### config.mk
export PLATFORM = sky130hd
export DESIGN_NAME = pc_fetch_ctrl
export DESIGN_NICKNAME = d
export VERILOG_FILES = /design/src/rtl/pc_fetch_ctrl.sv
export SDC_FILE = /design/constraint.sdc
export NUM_CORES = 1
export LEC_CHECK = 0
export CAP_MARGIN = 40
export CORE_AREA = 2 2 151 153
export DETAILED_ROUTE_END_ITERATION = 10
export DIE_AREA = 0 0 153 155
export GPL_TIMING_DRIVEN = 0
export HOLD_SLACK_MARGIN = 0.15
export PLACE_DENSITY = 0.55
export RECOVER_POWER = 50
export SLEW_MARGIN = 15
export SYNTH_ARGS = -nofsm -noshare
export SYNTH_HDL_FRONTEND = slang
export SYNTH_SLANG_ARGS = --single-unit
### constraint.sdc
create_clock -name clk -period 4.2 [get_ports clk]
set_clock_uncertainty 0.1 [all_clocks]
set_input_delay 0.84 -clock clk [delete_from_list [all_inputs] [get_ports clk]]
set_output_delay 0.84 -clock clk [all_outputs]
set_load 0.005 [all_outputs]
### src/rtl/pc_fetch_ctrl.sv
// Program-counter owner and instruction-fetch sequencer (IDLE -> REQ -> ISSUED -> REQ ...).
// Optional macro PC_ALIGN_CHECK_EN: misaligned redirects go to FAULT_VEC and pulse align_fault_o.
module pc_fetch_ctrl #(
    parameter int            AW        = 32,
    parameter logic [AW-1:0] RESET_PC  = '0,
    parameter logic [AW-1:0] FAULT_VEC = AW'(32'h0000_000C)
) (
    input  logic          clk,
    input  logic          reset,
    input  logic          pcsrc_i,
    input  logic [AW-1:0] target_i,
    input  logic          stall_i,
    output logic          imem_req_o,
    output logic [AW-1:0] imem_addr_o,
    input  logic          imem_ack_i,
    input  logic [AW-1:0] imem_rdata_i,
    output logic [AW-1:0] instr_o,
    output logic          instr_vld_o,
    output logic [AW-1:0] pc_o,
    output logic [AW-1:0] pc_plus8_o,
    output logic          align_fault_o,
    output logic [1:0]    dbg_state_o
);

    // Handshake: a fetch is outstanding while imem_req_o=1 and completes on the first
    // edge with imem_ack_i=1; the instruction is consumed on the first ISSUED edge with stall_i=0.
    typedef enum logic [1:0] {
        ST_IDLE   = 2'd0,
        ST_REQ    = 2'd1,
        ST_ISSUED = 2'd2
    } state_t;

    state_t        r_state;
    state_t        w_state_nxt;
    logic [AW-1:0] r_pc;
    logic [AW-1:0] r_addr;
    logic          r_req;
    logic [AW-1:0] r_instr;
    logic          r_vld;
    logic          r_idle_done;

    logic [AW-1:0] w_pc_nxt;
    logic [AW-1:0] w_addr_nxt;
    logic          w_req_nxt;
    logic [AW-1:0] w_instr_nxt;
    logic          w_vld_nxt;
    logic          w_idle_done_nxt;
    logic [AW-1:0] w_next_pc;
    logic [AW-1:0] w_seq_pc;
    logic [AW-1:0] w_redirect_pc;
    logic          w_misaligned;

    assign w_seq_pc      = r_pc + AW'(4);
    assign w_redirect_pc = {target_i[AW-1:2], 2'b00};

`ifdef PC_ALIGN_CHECK_EN
    logic r_fault;

    assign w_misaligned = pcsrc_i && (target_i[1:0] != 2'b00);
    assign w_next_pc    = w_misaligned ? FAULT_VEC :
                          (pcsrc_i ? w_redirect_pc : w_seq_pc);

    // Pulse lands the cycle after the consume edge that took the faulting redirect.
    always_ff @(posedge clk or posedge reset) begin
        if (reset) begin
            r_fault <= 1'b0;
        end else begin
            r_fault <= (r_state == ST_ISSUED) && !stall_i && w_misaligned;
        end
    end

    assign align_fault_o = r_fault;
`else
    logic w_unused_tgt_lsb;

    assign w_unused_tgt_lsb = ^target_i[1:0];
    assign w_misaligned     = 1'b0;
    assign w_next_pc        = pcsrc_i ? w_redirect_pc : w_seq_pc;
    assign align_fault_o    = w_misaligned;
`endif

    always_ff @(posedge clk or posedge reset) begin
        if (reset) begin
            r_state     <= ST_IDLE;
            r_pc        <= RESET_PC;
            r_addr      <= RESET_PC;
            r_req       <= 1'b0;
            r_instr     <= '0;
            r_vld       <= 1'b0;
            r_idle_done <= 1'b0;
        end else begin
            r_state     <= w_state_nxt;
            r_pc        <= w_pc_nxt;
            r_addr      <= w_addr_nxt;
            r_req       <= w_req_nxt;
            r_instr     <= w_instr_nxt;
            r_vld       <= w_vld_nxt;
            r_idle_done <= w_idle_done_nxt;
        end
    end

    always_comb begin
        w_state_nxt     = r_state;
        w_pc_nxt        = r_pc;
        w_addr_nxt      = r_addr;
        w_req_nxt       = r_req;
        w_instr_nxt     = r_instr;
        w_vld_nxt       = r_vld;
        w_idle_done_nxt = r_idle_done;

        case (r_state)
            // First edge after release only arms; the request goes out on the second.
            ST_IDLE: begin
                if (!r_idle_done) begin
                    w_idle_done_nxt = 1'b1;
                end else begin
                    w_req_nxt   = 1'b1;
                    w_addr_nxt  = r_pc;
                    w_state_nxt = ST_REQ;
                end
            end
            ST_REQ: begin
                if (r_req && imem_ack_i) begin
                    w_instr_nxt = imem_rdata_i;
                    w_vld_nxt   = 1'b1;
                    w_req_nxt   = 1'b0;
                    w_state_nxt = ST_ISSUED;
                end
            end
            ST_ISSUED: begin
                if (!stall_i) begin
                    w_vld_nxt   = 1'b0;
                    w_pc_nxt    = w_next_pc;
                    w_addr_nxt  = w_next_pc;
                    w_req_nxt   = 1'b1;
                    w_state_nxt = ST_REQ;
                end
            end
            default: begin
                w_state_nxt = ST_IDLE;
                w_req_nxt   = 1'b0;
                w_vld_nxt   = 1'b0;
            end
        endcase
    end

    assign imem_req_o  = r_req;
    assign imem_addr_o = r_addr;
    assign instr_o     = r_instr;
    assign instr_vld_o = r_vld;
    assign pc_o        = r_pc;
    assign pc_plus8_o  = r_pc + AW'(8);
    assign dbg_state_o = r_state;

endmodule

==> flow_summary.toml, run 1 <==
[power_and_ir_drop]
p_clk_share_pct = 15.1
switching_share_pct = 38.7
internal_power_mw = 3.58
vdd_drop_max_mv = 0.235
combPwrFrac_pct = 55.0
finalPower_mw = 5.84
seqPwrFrac_pct = 29.9
power_density_mw_per_mm2 = 682
leakagePower_nw = 3.58
switchingPower_mw = 2.26

[global_routing]
grt_antenna_before_repair = 0
overflow = 0
grt_pass1_vias = 5696
grt_pass1_wl_mm = 34.4
grt_max_degree = 58
grt_usage_pct = 18.8

[layout]
fillCellCount = 2267
area_growth_pct = 45.4
finalNonFillerCells = 1132
fin_area_mm2 = 0.00856
drive_gt1_share_pct = 12.4
nets = 913
antenna_cells = 0

[synthesis]
ys_seq_area_share_pct = 42.9
synth_cell_types = 70
yosysWarnings = 0
syn_inst = 632
synth_nets = 703
syn_avg_cell_area_um2 = 9.32
yosys.area.top_type = "dfrtp_1"
synth-seq-cells = 101
async_flop_share_pct = 100
synth_top_area_share_pct = 42.9
synth_most_common_cell = "dfrtp_1"
syn_area_mm2 = 0.00589
ys.flop_type = "dfrtp_1"
netlist_top_cells_count = "101 x dfrtp_1, 68 x nand2_1, 51 x nor2_1"
synthTopCellsByArea = "dfrtp_1 43%, mux2_2 6.1%, nand2_1 4.3%, a21oi_1 4.2%, o21ai_0 3.7%"
synth_edf_count = 0

[sta]
min_period_ns = 4.01
hold_slack_ns = 0.367
worstMarginPinSlew_ns = 2.17
period_share_pct = 95.4
hold_viol_final = 0
fmax_ghz = 0.250
rsz0062_at_grt = "false"
timing.slew.headroom_pct = -45.2
drv_slew = 45
setup_violations = 0

[place]
place_inst = 1115
numPortBuffers = 197
place_area_mm2 = 0.00825
place.gp.congestion = 0.892
hpwl_mm = 16.9

[detailed_routing]
wl_mm = 22.9
via_per_inst = 5.18
drcViolationCount = 0
drt-initial-drc-count = 472
num_vias = 5868
drtAntennaViolNets = 0
wire_per_inst_um = 20.2
drtPass1Iterations = 6

[critical_path]
crit_chain = "ha_2, nand3_1, nor4_4, and2b_1, nand3_1, xnor2_1, clkdlybuf4s50_1"
cpMostUsedCell = "nand3_1"
path_max_fanout = 10
end_kind = "output pin"
crit_type = "flop to output pin"
critical-path-top-delay-family = "simple AND/OR/NAND/NOR gates"
cp.arrival_ns = 3.07
crit_required_ns = 3.26
start_kind = "flop"
cpPeakStageDelay_ns = 0.55
crit_buf_inv = 1
critPathSlowestCell = "clkdlybuf4s50_1"

[floorplanning]
die_w_um = 153
coreArea_mm2 = 0.0222
ioPinCount = 202
design.die.area_mm2 = 0.0237
rows = 55
fp.dieH_um = 155
start_util_pct = 26.5

[cts]
cts_root_buf = "clkbuf_16"
clk_path_buf_depth = 2
cts_tree = "built"
cts-buffers-inserted = 9
cts_htree_levels = 3
clk_latency_ns = 0.36
clkSinkCount = 101
clkTransAtPathRegs_ns = 0.08
holdBufCountCts = 0

[run_status]
violations = "capacitance limit, slew limit"
status = "finished with violations"

[hold_path]
hold_path.class = "flop to flop"

[run]
drv_cap = 1
layout by cell type (no fill, tap or decap), types with 9 or more instances in the layout:
| cell type | instances |
|---|---|
| and3_1 | 14 |
| buf_4 | 12 |
| nand3_1 | 23 |
| clkbuf_16 | 9 |
| mux2_2 | 32 |
| clkbuf_1 | 30 |
| buf_2 | 9 |
| inv_1 | 9 |
| dlygate4sd3_1 | 63 |
| a21oi_1 | 49 |
| dfrtp_1 | 99 |
| nand4_1 | 15 |
| clkdlybuf4s50_1 | 134 |
| xnor2_1 | 16 |
| nor2_1 | 51 |
| nand2_1 | 68 |
| o21ai_0 | 43 |
| xor2_1 | 17 |
metal layers:
layer	wire [um]	up-vias	global-route usage (%)
met1	10100	2892	25.7
met4	462	0	6.08
met3	1880	27	4.09
met2	10500	279	29.8
li1	-	2670	-
met5	0	-	0
per-stage QoR:
stage	setup TNS, ns	utilization [%]	worst slack, ns
2_1_floorplan	0	-	0.613
3_3_place_gp	-126.53	37.0	-1.26
3_5_place_dp	0	37.1	0.491
4_1_cts	0	38.5	0.0630
5_1_grt	0	38.5	0.0766
6_report	0	38.5	0.194
power by group through the flow:
stage / combinational [mW] / sequential (mW) / clock, mW
after global placement: 3.32 / 1.76 / 0
after detailed placement: 3.32 / 1.78 / 0
after global routing: 3.48 / 1.81 / 0.945
after floorplan: 1.53 / 1.74 / 0
final: 3.21 / 1.75 / 0.884
after CTS: 3.34 / 1.76 / 0.896
path summary, 6_finish.rpt:
kind / from / endpoint / slack [ns] / depth (start not counted)
min in group asynchronous: reset / instr_o[24] / 1.41 / 2
setup reg to reg: pc_o[3] / imem_addr_o[16] / 1.63 / 6
max in group asynchronous: reset / imem_addr_o[29] / 1.56 / 3
setup / recovery: pc_o[4] / pc_plus8_o[25] / 0.19 / 7
hold reg to reg: imem_addr_o[1] / imem_addr_o[1] / 0.37 / 2
hold / removal: imem_addr_o[1] / imem_addr_o[1] / 0.37 / 2
cell families (layout without fill, tap and decap cells):
logic type	after synthesis	count (layout)	synth area share, %
AOI/OAI and AO/OA	169	169	18.2
xor gates and xnor gates	33	33	4.91
adders and majority gates	2	2	0.425
buffers and inverters	74	289	7.35
DFF	101	101	42.9
muxes	40	40	7.48
other	1	1	0.0637
and+or+nand+nor	212	212	18.7
state kept, by name (all words and copies together) (netlist names):
name,cells
dbg_state_o,2
instr_vld_o,1
pc_o,32
imem_addr_o,32
r_idle_done,1
instr_o,32
imem_req_o,1
layout make-up:
class / count / area [um^2] / area share, %
Clock inverter: 6 / 71.3 / 0.833
Sequential cell: 101 / 2530 / 29.5
Timing Repair Buffer: 199 / 2010 / 23.4
Tap cell: 285 / 357 / 4.16
Clock buffer: 10 / 229 / 2.67
Inverter: 10 / 38.8 / 0.453
Buffer: 64 / 395 / 4.62
Multi-Input combinational cell: 457 / 2940 / 34.3
timing repair:
item / in CTS / in global routing
gates resized for setup: 0 / 4
setup buffers: 0 / 1
setup endpoints to repair: 0 / 6
endpoints found under the hold margin: 0 / 0
worst reg2reg max path: cells and delay by family, from the launching register on:
family	cells	cell delay, ns
flops	1	0.46
fa+ha+maj	1	0.29
compound gates	2	0.55
simple gates	3	1.05
No activity file was read; power rests on OpenSTA's default activity.
==> run 2, diff against run 1 <==
==> constraint.sdc (replaced) <==
create_clock -name clk -period 4.6 [get_ports clk]
set_clock_uncertainty 0.1 [all_clocks]
set_input_delay 0.92 -clock clk [delete_from_list [all_inputs] [get_ports clk]]
set_output_delay 0.92 -clock clk [all_outputs]
set_load 0.005 [all_outputs]
==> flow_summary.toml, run 2 (synthesis results as in run 1) <==
[run_status]
status = "finished with violations"
violations = "capacitance limit, slew limit"

[critical_path]
critPathSlowestCell = "dfrtp_1"
cpMostUsedCell = "nand3_1"
critical-path-top-delay-family = "simple AND/OR/NAND/NOR gates"
crit_buf_inv = 1
crit_chain = "ha_1, nand3_1, nor4_4, and2b_1, nand3_1, xnor2_1, clkdlybuf4s50_1"
end_kind = "output pin"
r2r_end = "imem_addr_o[16]"
cp.arrival_ns = 3.26
start_kind = "flop"
crit_required_ns = 3.58
path_max_fanout = 10
r2r-start = "pc_o[3]"
r2r_cells = 6
reg2reg_slack_ns = 1.90
cpPeakStageDelay_ns = 0.55
crit_type = "flop to output pin"

[layout]
nets = 912
drive_gt1_share_pct = 11.8
fin_area_mm2 = 0.00855
finalNonFillerCells = 1131
fillCellCount = 2269
antenna_cells = 0
area_growth_pct = 45.1
final_common_cell = "clkdlybuf4s50_1"
final_cell_mix = "134 x clkdlybuf4s50_1, 101 x dfrtp_1, 68 x nand2_1"

[sta]
hold_slack_ns = 0.367
hold_viol_final = 0
rsz0062_at_grt = "false"
worstMarginPinSlew_ns = 2.17
min_period_ns = 4.28
timing.slew.headroom_pct = -45.3
drv_slew = 45
tns_ns = 0
period_share_pct = 93.1
fmax_ghz = 0.233
setup_violations = 0

[power_and_ir_drop]
leakagePower_nw = 3.57
internal_power_mw = 3.27
seqPwrFrac_pct = 29.9
power_density_mw_per_mm2 = 625
combPwrFrac_pct = 55.0
switching_share_pct = 38.8
p_clk_share_pct = 15.2
vdd_drop_max_mv = 0.215
switchingPower_mw = 2.07

[global_routing]
grt_antenna_before_repair = 0
grt_pass1_vias = 5696
grt_max_degree = 58
grt_pass1_wl_mm = 34.4
grt_usage_pct = 18.8
overflow = 0

[run]
drv_cap = 1

[cts]
post_cts_buffers = 0
clk_latency_ns = 0.36
holdBufCountCts = 0
cts_tree = "built"
cts_root_buf = "clkbuf_16"
cts-buffers-inserted = 9
ctsResizeCount = 0
cts_htree_levels = 3
clkSinkCount = 101
clkTransAtPathRegs_ns = 0.08
clk_path_buf_depth = 2

[floorplanning]
die_w_um = 153
ioPinCount = 202
rows = 55
design.die.area_mm2 = 0.0237
start_util_pct = 26.5
coreArea_mm2 = 0.0222
fp.dieH_um = 155

[place]
numPortBuffers = 197
place_inst = 1115
place.gp.congestion = 0.892
hpwl_mm = 16.9
place_area_mm2 = 0.00825

[detailed_routing]
via_per_inst = 5.13
wire_per_inst_um = 20.2
drt-initial-drc-count = 415
drtPass1Iterations = 5
wl_mm = 22.9
drtAntennaViolNets = 0
drcViolationCount = 0
num_vias = 5803

[hold_path]
hold_path.class = "flop to flop"
hold-path-cell-count = 2
hp-start = "imem_addr_o[1]"
holdPathEnd = "imem_addr_o[1]"
run 2: worst register-to-register path: stages, from the launching register on:
cell and delay, ns:
dfrtp_1 0.51, ha_1 0.33, nand3_1 0.30, nor4_1 0.70, o21ai_0 0.20, a221oi_1 0.36
nor2_1 0.07
run 2: worst max path at each step:
stage	startpoint	endpoint	depth (start not counted)
5_1_grt	pc_o[4]	pc_plus8_o[25]	7
6_report	pc_o[4]	pc_plus8_o[25]	7
4_1_cts	pc_o[4]	pc_plus8_o[25]	7
2_1_floorplan	reset	dbg_state_o[0]	1
3_5_place_dp	pc_o[4]	pc_plus8_o[25]	7
3_3_place_gp	reset	imem_addr_o[29]	2
run 2: stage by stage:
step | util (%) | setup slack (ns) | power [mW]
floorplan | - | 0.933 | 2.98
detailed placement | 37.1 | 0.811 | 4.66
CTS | 38.5 | 0.383 | 5.48
global route | 38.5 | 0.169 | 5.69
finish | 38.5 | 0.316 | 5.34
global placement | 37.0 | -0.943 | 4.63
run 2: area by class of cell:
type / instances / area [um^2] / share of cell area (%)
Sequential cell: 101 / 2530 / 29.6
Clock inverter: 6 / 71.3 / 0.834
Timing Repair Buffer: 198 / 2000 / 23.4
Tap cell: 285 / 357 / 4.17
Inverter: 10 / 38.8 / 0.454
Buffer: 64 / 395 / 4.63
Multi-Input combinational cell: 457 / 2930 / 34.3
Clock buffer: 10 / 229 / 2.68
run 2: power groups by stage:
stage | clock (mW) | sequential [mW] | combinational [mW]
2_1_floorplan | 0 | 1.59 | 1.39
3_3_place_gp | 0 | 1.60 | 3.03
3_5_place_dp | 0 | 1.62 | 3.03
4_1_cts | 0.818 | 1.61 | 3.05
5_1_grt | 0.863 | 1.65 | 3.18
6_report | 0.810 | 1.59 | 2.94
run 2: metal layers:
metal / track usage (%) / part of all wire (%)
met5: 0 / 0
met2: 29.8 / 46
met1: 25.7 / 44
met4: 6.08 / 1.9
met3: 4.09 / 8.5
